===== src/rtl/soc2_uart_pkg.sv =====
// soc2_uart_pkg
//   Shared definitions for the soc2 UART receive path: deframer state
//   encoding, oversampling constants and the field limits derived from them.
package soc2_uart_pkg;

   typedef enum logic [2:0] {
      S_IDLE  = 3'd0,
      S_START = 3'd1,
      S_DATA  = 3'd2,
      S_STOP  = 3'd3,
      S_BREAK = 3'd4
   } rx_state_e;

   localparam int unsigned OVERSAMPLE = 16;
   localparam int unsigned MID_SAMPLE = 7;
   localparam int unsigned DATA_BITS  = 8;

   localparam logic [3:0] SUB_MID  = 4'(MID_SAMPLE);
   localparam logic [3:0] SUB_LAST = 4'(OVERSAMPLE - 1);
   localparam logic [2:0] BIT_LAST = 3'(DATA_BITS - 1);

endpackage


===== src/rtl/uart_rx_fifo_buf.sv =====
// uart_rx_fifo_buf
//   Synchronous FIFO buffering received bytes. Head entry is presented
//   combinationally on dout_o. A push into a full FIFO is accepted only
//   when a pop frees a slot in the same cycle; a pop on an empty FIFO is
//   ignored.
// Ports
//   clk      in   system clock
//   rst      in   asynchronous reset, active-high
//   push_i   in   write din_i this cycle
//   pop_i    in   consume the head entry this cycle
//   din_i    in   WIDTH  write data
//   dout_o   out  WIDTH  head entry
//   count_o  out  entries held, 0..DEPTH
//   full_o   out  count_o == DEPTH
//   empty_o  out  count_o == 0
module uart_rx_fifo_buf #(
   parameter int unsigned DEPTH = 4,
   parameter int unsigned WIDTH = 8
) (
   input  logic                     clk,
   input  logic                     rst,
   input  logic                     push_i,
   input  logic                     pop_i,
   input  logic [WIDTH-1:0]         din_i,
   output logic [WIDTH-1:0]         dout_o,
   output logic [$clog2(DEPTH):0]   count_o,
   output logic                     full_o,
   output logic                     empty_o
);

   localparam int unsigned AW = (DEPTH > 1) ? $clog2(DEPTH) : 1;
   localparam int unsigned CW = $clog2(DEPTH) + 1;

   logic [WIDTH-1:0] mem_q [DEPTH];
   logic [AW-1:0]    wr_q;
   logic [AW-1:0]    rd_q;
   logic [CW-1:0]    cnt_q;
   logic             do_push;
   logic             do_pop;

   assign full_o  = (cnt_q == CW'(DEPTH));
   assign empty_o = (cnt_q == '0);
   assign do_pop  = pop_i & ~empty_o;
   // A full FIFO still accepts a push when the same cycle frees a slot.
   assign do_push = push_i & (~full_o | do_pop);

   assign dout_o  = mem_q[rd_q];
   assign count_o = cnt_q;

   // Pointers wrap naturally because DEPTH is a power of two.
   always_ff @(posedge clk or posedge rst) begin
      if (rst) begin
         for (int unsigned i = 0; i < DEPTH; i++) mem_q[i] <= '0;
         wr_q  <= '0;
         rd_q  <= '0;
         cnt_q <= '0;
      end else begin
         if (do_push) begin
            mem_q[wr_q] <= din_i;
            wr_q        <= wr_q + 1'b1;
         end
         if (do_pop) rd_q <= rd_q + 1'b1;
         case ({do_push, do_pop})
            2'b10:   cnt_q <= cnt_q + 1'b1;
            2'b01:   cnt_q <= cnt_q - 1'b1;
            default: cnt_q <= cnt_q;
         endcase
      end
   end

endmodule


===== src/rtl/uart_rx_fifo.sv =====
// uart_rx_fifo
//   8N1 UART receiver front end: 2-FF synchroniser on the pad, free-running
//   1/16-bit tick divider, deframer FSM with 16x oversampling, receive FIFO
//   and sticky frame-error / overrun flags.
// Ports
//   clk        in   system clock
//   reset      in   asynchronous reset, active-high
//   uart_rx    in   serial input, idle high, asynchronous to clk
//   rx_pop     in   consume the FIFO head (ignored when empty)
//   err_clr    in   clear frame_err and overrun
//   rx_data    out  8  FIFO head byte, valid while rx_valid
//   rx_valid   out  FIFO not empty
//   rx_count   out  bytes held, 0..FIFO_DEPTH
//   rx_busy    out  deframer not idle
//   frame_err  out  sticky: stop bit sampled low
//   overrun    out  sticky: byte completed while FIFO full and dropped
module uart_rx_fifo
   import soc2_uart_pkg::*;
#(
   parameter int unsigned OVERSAMPLE_DIV = 13,
   parameter int unsigned FIFO_DEPTH     = 4
) (
   input  logic                         clk,
   input  logic                         reset,
   input  logic                         uart_rx,
   input  logic                         rx_pop,
   input  logic                         err_clr,
   output logic [7:0]                   rx_data,
   output logic                         rx_valid,
   output logic [$clog2(FIFO_DEPTH):0]  rx_count,
   output logic                         rx_busy,
   output logic                         frame_err,
   output logic                         overrun
);

   localparam int unsigned DW = (OVERSAMPLE_DIV > 1) ? $clog2(OVERSAMPLE_DIV) : 1;

   logic                 sync1_q;
   logic                 rxs_q;
   logic [DW-1:0]        div_q;
   logic                 tick;

   rx_state_e            state_q, state_d;
   logic [3:0]           sub_q, sub_d;
   logic [2:0]           bit_q, bit_d;
   logic [DATA_BITS-1:0] shreg_q, shreg_d;

   logic                 push;
   logic                 ferr_set;
   logic                 frame_err_q, frame_err_d;
   logic                 overrun_q, overrun_d;
   logic                 fifo_full;
   logic                 fifo_empty;

   // Synchroniser and tick divider
   always_ff @(posedge clk or posedge reset) begin
      if (reset) begin
         sync1_q <= 1'b1;
         rxs_q   <= 1'b1;
         div_q   <= '0;
      end else begin
         sync1_q <= uart_rx;
         rxs_q   <= sync1_q;
         div_q   <= tick ? '0 : div_q + 1'b1;
      end
   end

   assign tick = (div_q == DW'(OVERSAMPLE_DIV - 1));

   // Deframer state
   always_ff @(posedge clk or posedge reset) begin
      if (reset) begin
         state_q     <= S_IDLE;
         sub_q       <= '0;
         bit_q       <= '0;
         shreg_q     <= '0;
         frame_err_q <= 1'b0;
         overrun_q   <= 1'b0;
      end else begin
         state_q     <= state_d;
         sub_q       <= sub_d;
         bit_q       <= bit_d;
         shreg_q     <= shreg_d;
         frame_err_q <= frame_err_d;
         overrun_q   <= overrun_d;
      end
   end

   always_comb begin
      state_d  = state_q;
      sub_d    = sub_q;
      bit_d    = bit_q;
      shreg_d  = shreg_q;
      push     = 1'b0;
      ferr_set = 1'b0;
      if (tick) begin
         case (state_q)
            S_IDLE: begin
               if (!rxs_q) begin
                  sub_d   = '0;
                  state_d = S_START;
               end
            end
            S_START: begin
               if (sub_q == SUB_MID) begin
                  if (!rxs_q) begin
                     state_d = S_DATA;
                     sub_d   = '0;
                     bit_d   = '0;
                  end else begin
                     state_d = S_IDLE;
                  end
               end else begin
                  sub_d = sub_q + 1'b1;
               end
            end
            S_DATA: begin
               // sub wraps 15->0, so the next bit (or STOP) restarts at 0.
               sub_d = sub_q + 1'b1;
               if (sub_q == SUB_LAST) begin
                  shreg_d = {rxs_q, shreg_q[DATA_BITS-1:1]};
                  if (bit_q == BIT_LAST) state_d = S_STOP;
                  else                   bit_d   = bit_q + 1'b1;
               end
            end
            S_STOP: begin
               if (sub_q == SUB_LAST) begin
                  if (rxs_q) begin
                     push    = 1'b1;
                     state_d = S_IDLE;
                  end else begin
                     ferr_set = 1'b1;
                     state_d  = S_BREAK;
                  end
               end else begin
                  sub_d = sub_q + 1'b1;
               end
            end
            S_BREAK: begin
               if (rxs_q) state_d = S_IDLE;
            end
            default: state_d = S_IDLE;
         endcase
      end
   end

   // A fresh error in the clearing cycle keeps its flag set.
   always_comb begin
      frame_err_d = ferr_set | (frame_err_q & ~err_clr);
      overrun_d   = (push & fifo_full & ~rx_pop) | (overrun_q & ~err_clr);
   end

   uart_rx_fifo_buf #(
      .DEPTH (FIFO_DEPTH),
      .WIDTH (DATA_BITS)
   ) u_buf (
      .clk     (clk),
      .rst     (reset),
      .push_i  (push),
      .pop_i   (rx_pop),
      .din_i   (shreg_q),
      .dout_o  (rx_data),
      .count_o (rx_count),
      .full_o  (fifo_full),
      .empty_o (fifo_empty)
   );

   assign rx_valid  = ~fifo_empty;
   assign rx_busy   = (state_q != S_IDLE);
   assign frame_err = frame_err_q;
   assign overrun   = overrun_q;

endmodule

===== config.mk =====
export PLATFORM = sky130hd
export DESIGN_NAME = uart_rx_fifo
export DESIGN_NICKNAME = d
export VERILOG_FILES = /design/src/rtl/soc2_uart_pkg.sv /design/src/rtl/uart_rx_fifo_buf.sv /design/src/rtl/uart_rx_fifo.sv
export SDC_FILE = /design/constraint.sdc
export NUM_CORES = 1
export LEC_CHECK = 0
export ABC_AREA = 1
export ABC_CLOCK_PERIOD_IN_PS = 2500
export CORE_ASPECT_RATIO = 2
export CORE_MARGIN = 1
export CORE_UTILIZATION = 56
export CTS_BUF_LIST = sky130_fd_sc_hd__clkbuf_2 sky130_fd_sc_hd__clkbuf_4 sky130_fd_sc_hd__clkbuf_8
export CTS_CLUSTER_SIZE = 16
export DETAILED_ROUTE_END_ITERATION = 8
export PLACE_DENSITY = 0.9
export SYNTH_ARGS = -nofsm -noshare
export SYNTH_HDL_FRONTEND = slang
export SYNTH_HIERARCHICAL = 1
export SYNTH_SLANG_ARGS = --single-unit
export TNS_END_PERCENT = 50

===== constraint.sdc =====
create_clock -name clk -period 2.5 [get_ports clk]
set_clock_uncertainty 0.2 [all_clocks]
set_input_delay 0.5 -clock clk [delete_from_list [all_inputs] [get_ports clk]]
set_output_delay 0.5 -clock clk [all_outputs]
set_load 0.005 [all_outputs]

==> key figures <==
Synthesis
  • Post-synthesis cell type count: 34
  • Sequential fraction of the synthesis area: 46.8%
  • YS warnings: 6
  • Leading area contributor after synthesis: dfrtp_1
  • Top-area cell type share of the netlist area: 45.3%
  • Synthesis-stage register bit count: 65
  • Mapped Nets: 423
  • Ranking of synthesized cells by area: dfrtp_1 45%, nand2_1 13%, nand4_1 6.5%
  • Cells after Synth: 407
  • Avg Cell Area, Syn: 8.55 µm²
  • Post-Syn Area: 3480 µm²

Clock network
  • Clk Latency, worst-skew pair: 0.35 ns
  • H-Tree Depth: 3
  • Sink Count: 65
  • Root Buffer: clkbuf_8
  • CTS tree: done
  • Inserted Clock Buffers: 9
  • Clk slew on worst S/H paths: 0.07 ns
  • CTS max path bufs: 2

Pwr
  • Worst vdd ir: 0.542 mV
  • Pwr dens: 775 nW/µm²
  • Static Leakage: 0.00209 µW

STA
  • Final hold slack: 0.157 ns
  • Final setup viols: 0
  • Final hold vios: 0
  • Fin worst setup slack: 0.0483 ns
  • Max_slew headroom: 66.0%
  • Fmax: 408 MHz
  • RSZ-0062 raised after global routing: yes
  • Fin crit share: 98.1%
  • Final slew viol count: 0
  • Setup TNS Final: 0 ns
  • Slew @ Worst Pin: 0.509 ns
  • Tmin final: 2.45 ns

Place
  • RePlAce Congestion: 0.895
  • Post-DP HPWL: 5.59 mm
  • Cell Area, Placed: 3680 µm²
  • # port buffers: 19
  • Pre-CTS WS: -0.0325 ns

Worst hold path
  • Min-Delay Path Class: reg -> reg

Setup path
  • Crit path kind: reg -> out
  • Crit. End Element: output pin
  • Worst EP required: 1.80 ns
  • Critical Path AT: 1.75 ns
  • Critical Path Fanout Max: 13
  • Setup crit start kind: flop

Layout
  • Most frequent cells in the layout: 118 x nand2_1, 60 x dfrtp_1, 36 x nand4_1
  • Fraction of layout cells with a size suffix above 1: 18.3%
  • Core Util, Final: 67.1%
  • N_diodes: 0
  • FF/Latch Area: 1630 µm²
  • Area of the multi-input gates: 1630 µm²
  • Synth-to-Final Area Change: 15.8%
  • Final #Nets: 449
  • Final instance area: 4030 µm²
  • Fill cells: 452
  • Most common cell after layout, fill and taps aside: nand2_1

Global route
  • Initial antenna violation count: 0
  • Largest net degree at the start of global routing: 40
  • Gr usage total: 25.6%
  • Vias in the first global route: 2819
  • GR Overflow Total: 0
  • First-pass GRT wire length: 12.6 mm

Route
  • Post-route DRC violation count: 2
  • Total Wirelength: 7.95 mm
  • Wirelength per Cell: 15.9 µm
  • Final ANT Viol Nets: 0
  • Vias per cell: 5.80
  • Total number of vias: 2904
  • Drt pass-1 iters: 9
  • Initial DRC Count: 199

Die
  • Die height: 113 µm
  • Ports: 20
  • Core ar.: 6010 µm²
  • Initial Util: 58.0%
  • Cell Rows: 40
  • Chip width: 57.8 µm
  • Die area: 6550 µm²

Outcome
  • Failing checks: design-rule violations
  • Status: complete, but fails checks

Flow run
  • Maxcap violations: 0
## final cells by class
cell class / count / area share, %
Clock inverter: 2 / 0.869
Tap cell: 63 / 1.96
Sequential cell: 65 / 40.5
Clock buffer: 14 / 4.47
Timing Repair Buffer: 33 / 7.98
Multi-Input combinational cell: 285 / 40.4
Inverter: 39 / 3.85
## through the flow
step                power (µW)  std cells
CTS                       3110        497
finish                    3130        501
detailed placement        2090        479
global route              3290        501
global placement          2060        479
floorplan                 1750        407
## logic make-up after synthesis
logic type	share of synthesized area [%]
buf+inv	8.05
fa+ha+maj	4.17
compound gates	7.37
flops	46.8
simple gates	32.1
xor+xnor	1.51
## registers in the layout, indices dropped and copies added (netlist names)
| name | count |
|---|---|
| div_q | 4 |
| state_q | 3 |
| u_buf/rd_q | 2 |
| frame_err | 1 |
| u_buf/count_o | 3 |
| u_buf/mem_q | 32 |
| sub_q | 4 |
| sync1_q | 1 |
| rxs_q | 1 |
| shreg_q | 8 |
| overrun | 1 |
| bit_q | 3 |
| u_buf/wr_q | 2 |
## path summary, 6_finish.rpt
check / from / end / slack (ns) / cells after the start
setup / recovery: u_buf/rd_q[0] / rx_data[4] / 0.05 / 5
setup reg to reg: state_q[1] / u_buf/mem_q[25] / 0.08 / 8
max in group asynchronous: reset / shreg_q[0] / 1.20 / 3
hold reg to reg: sync1_q / rxs_q / 0.16 / 0
hold / removal: sync1_q / rxs_q / 0.16 / 0
min in group asynchronous: reset / sub_q[1] / 0.31 / 2
## critical path, stage by stage (launching register included)
cell and delay (ns):
dfrtp_2 0.44, clkinvlp_4 0.11, buf_12 0.13, nor2_1 0.04, o22ai_1 0.15, clkdlybuf4s50_1 0.52
## where the power goes
part / total, µW / leakage (µW) / internal [µW] / switching, µW
clock network: 946 / 0.000114 / 563 / 383
registers: 1200 / 0.000873 / 1110 / 89.7
logic: 981 / 0.00110 / 481 / 500
total: 3130 / 0.00209 / 2150 / 973
## cells in the mapped netlist
library cell	instances
a21oi_1	1
a21oi_2	4
a22oi_1	1
buf_2	9
buf_4	2
buf_6	6
clkbuf_1	1
dfrtp_1	63
dfstp_2	2
fa_1	1
ha_1	10
inv_1	33
inv_2	5
inv_4	1
nand2_1	119
nand2_2	2
nand2_4	1
nand3_1	18
nand3_2	6
nand3_4	3
nand3b_1	1
nand4_1	36
nor2_1	29
nor2_2	5
nor2_4	1
nor2_8	2
nor3_1	2
nor3_2	1
o21ai_0	21
o21ai_1	2
o21ai_2	5
o22ai_1	8
xnor2_1	3
xor2_1	3
## metal layers
metal / GRT usage [%] / up-vias / part of all wire, %
met5: 0 / - / 0
met4: 14.1 / 0 / 3.2
met3: 7.03 / 25 / 3.1
met2: 48.9 / 80 / 59
met1: 23.1 / 1401 / 34
li1: - / 1398 / -
## repair_timing
action	4_1_cts	5_1_grt
hold endpoints to repair	0	0
resized for setup	7	17
hold buffers	0	0
setup buffers	2	3
cloned	0	1
setup endpoints to repair	24	34
pin swaps	0	5
Note: power is estimated with default switching activity, not from simulation.
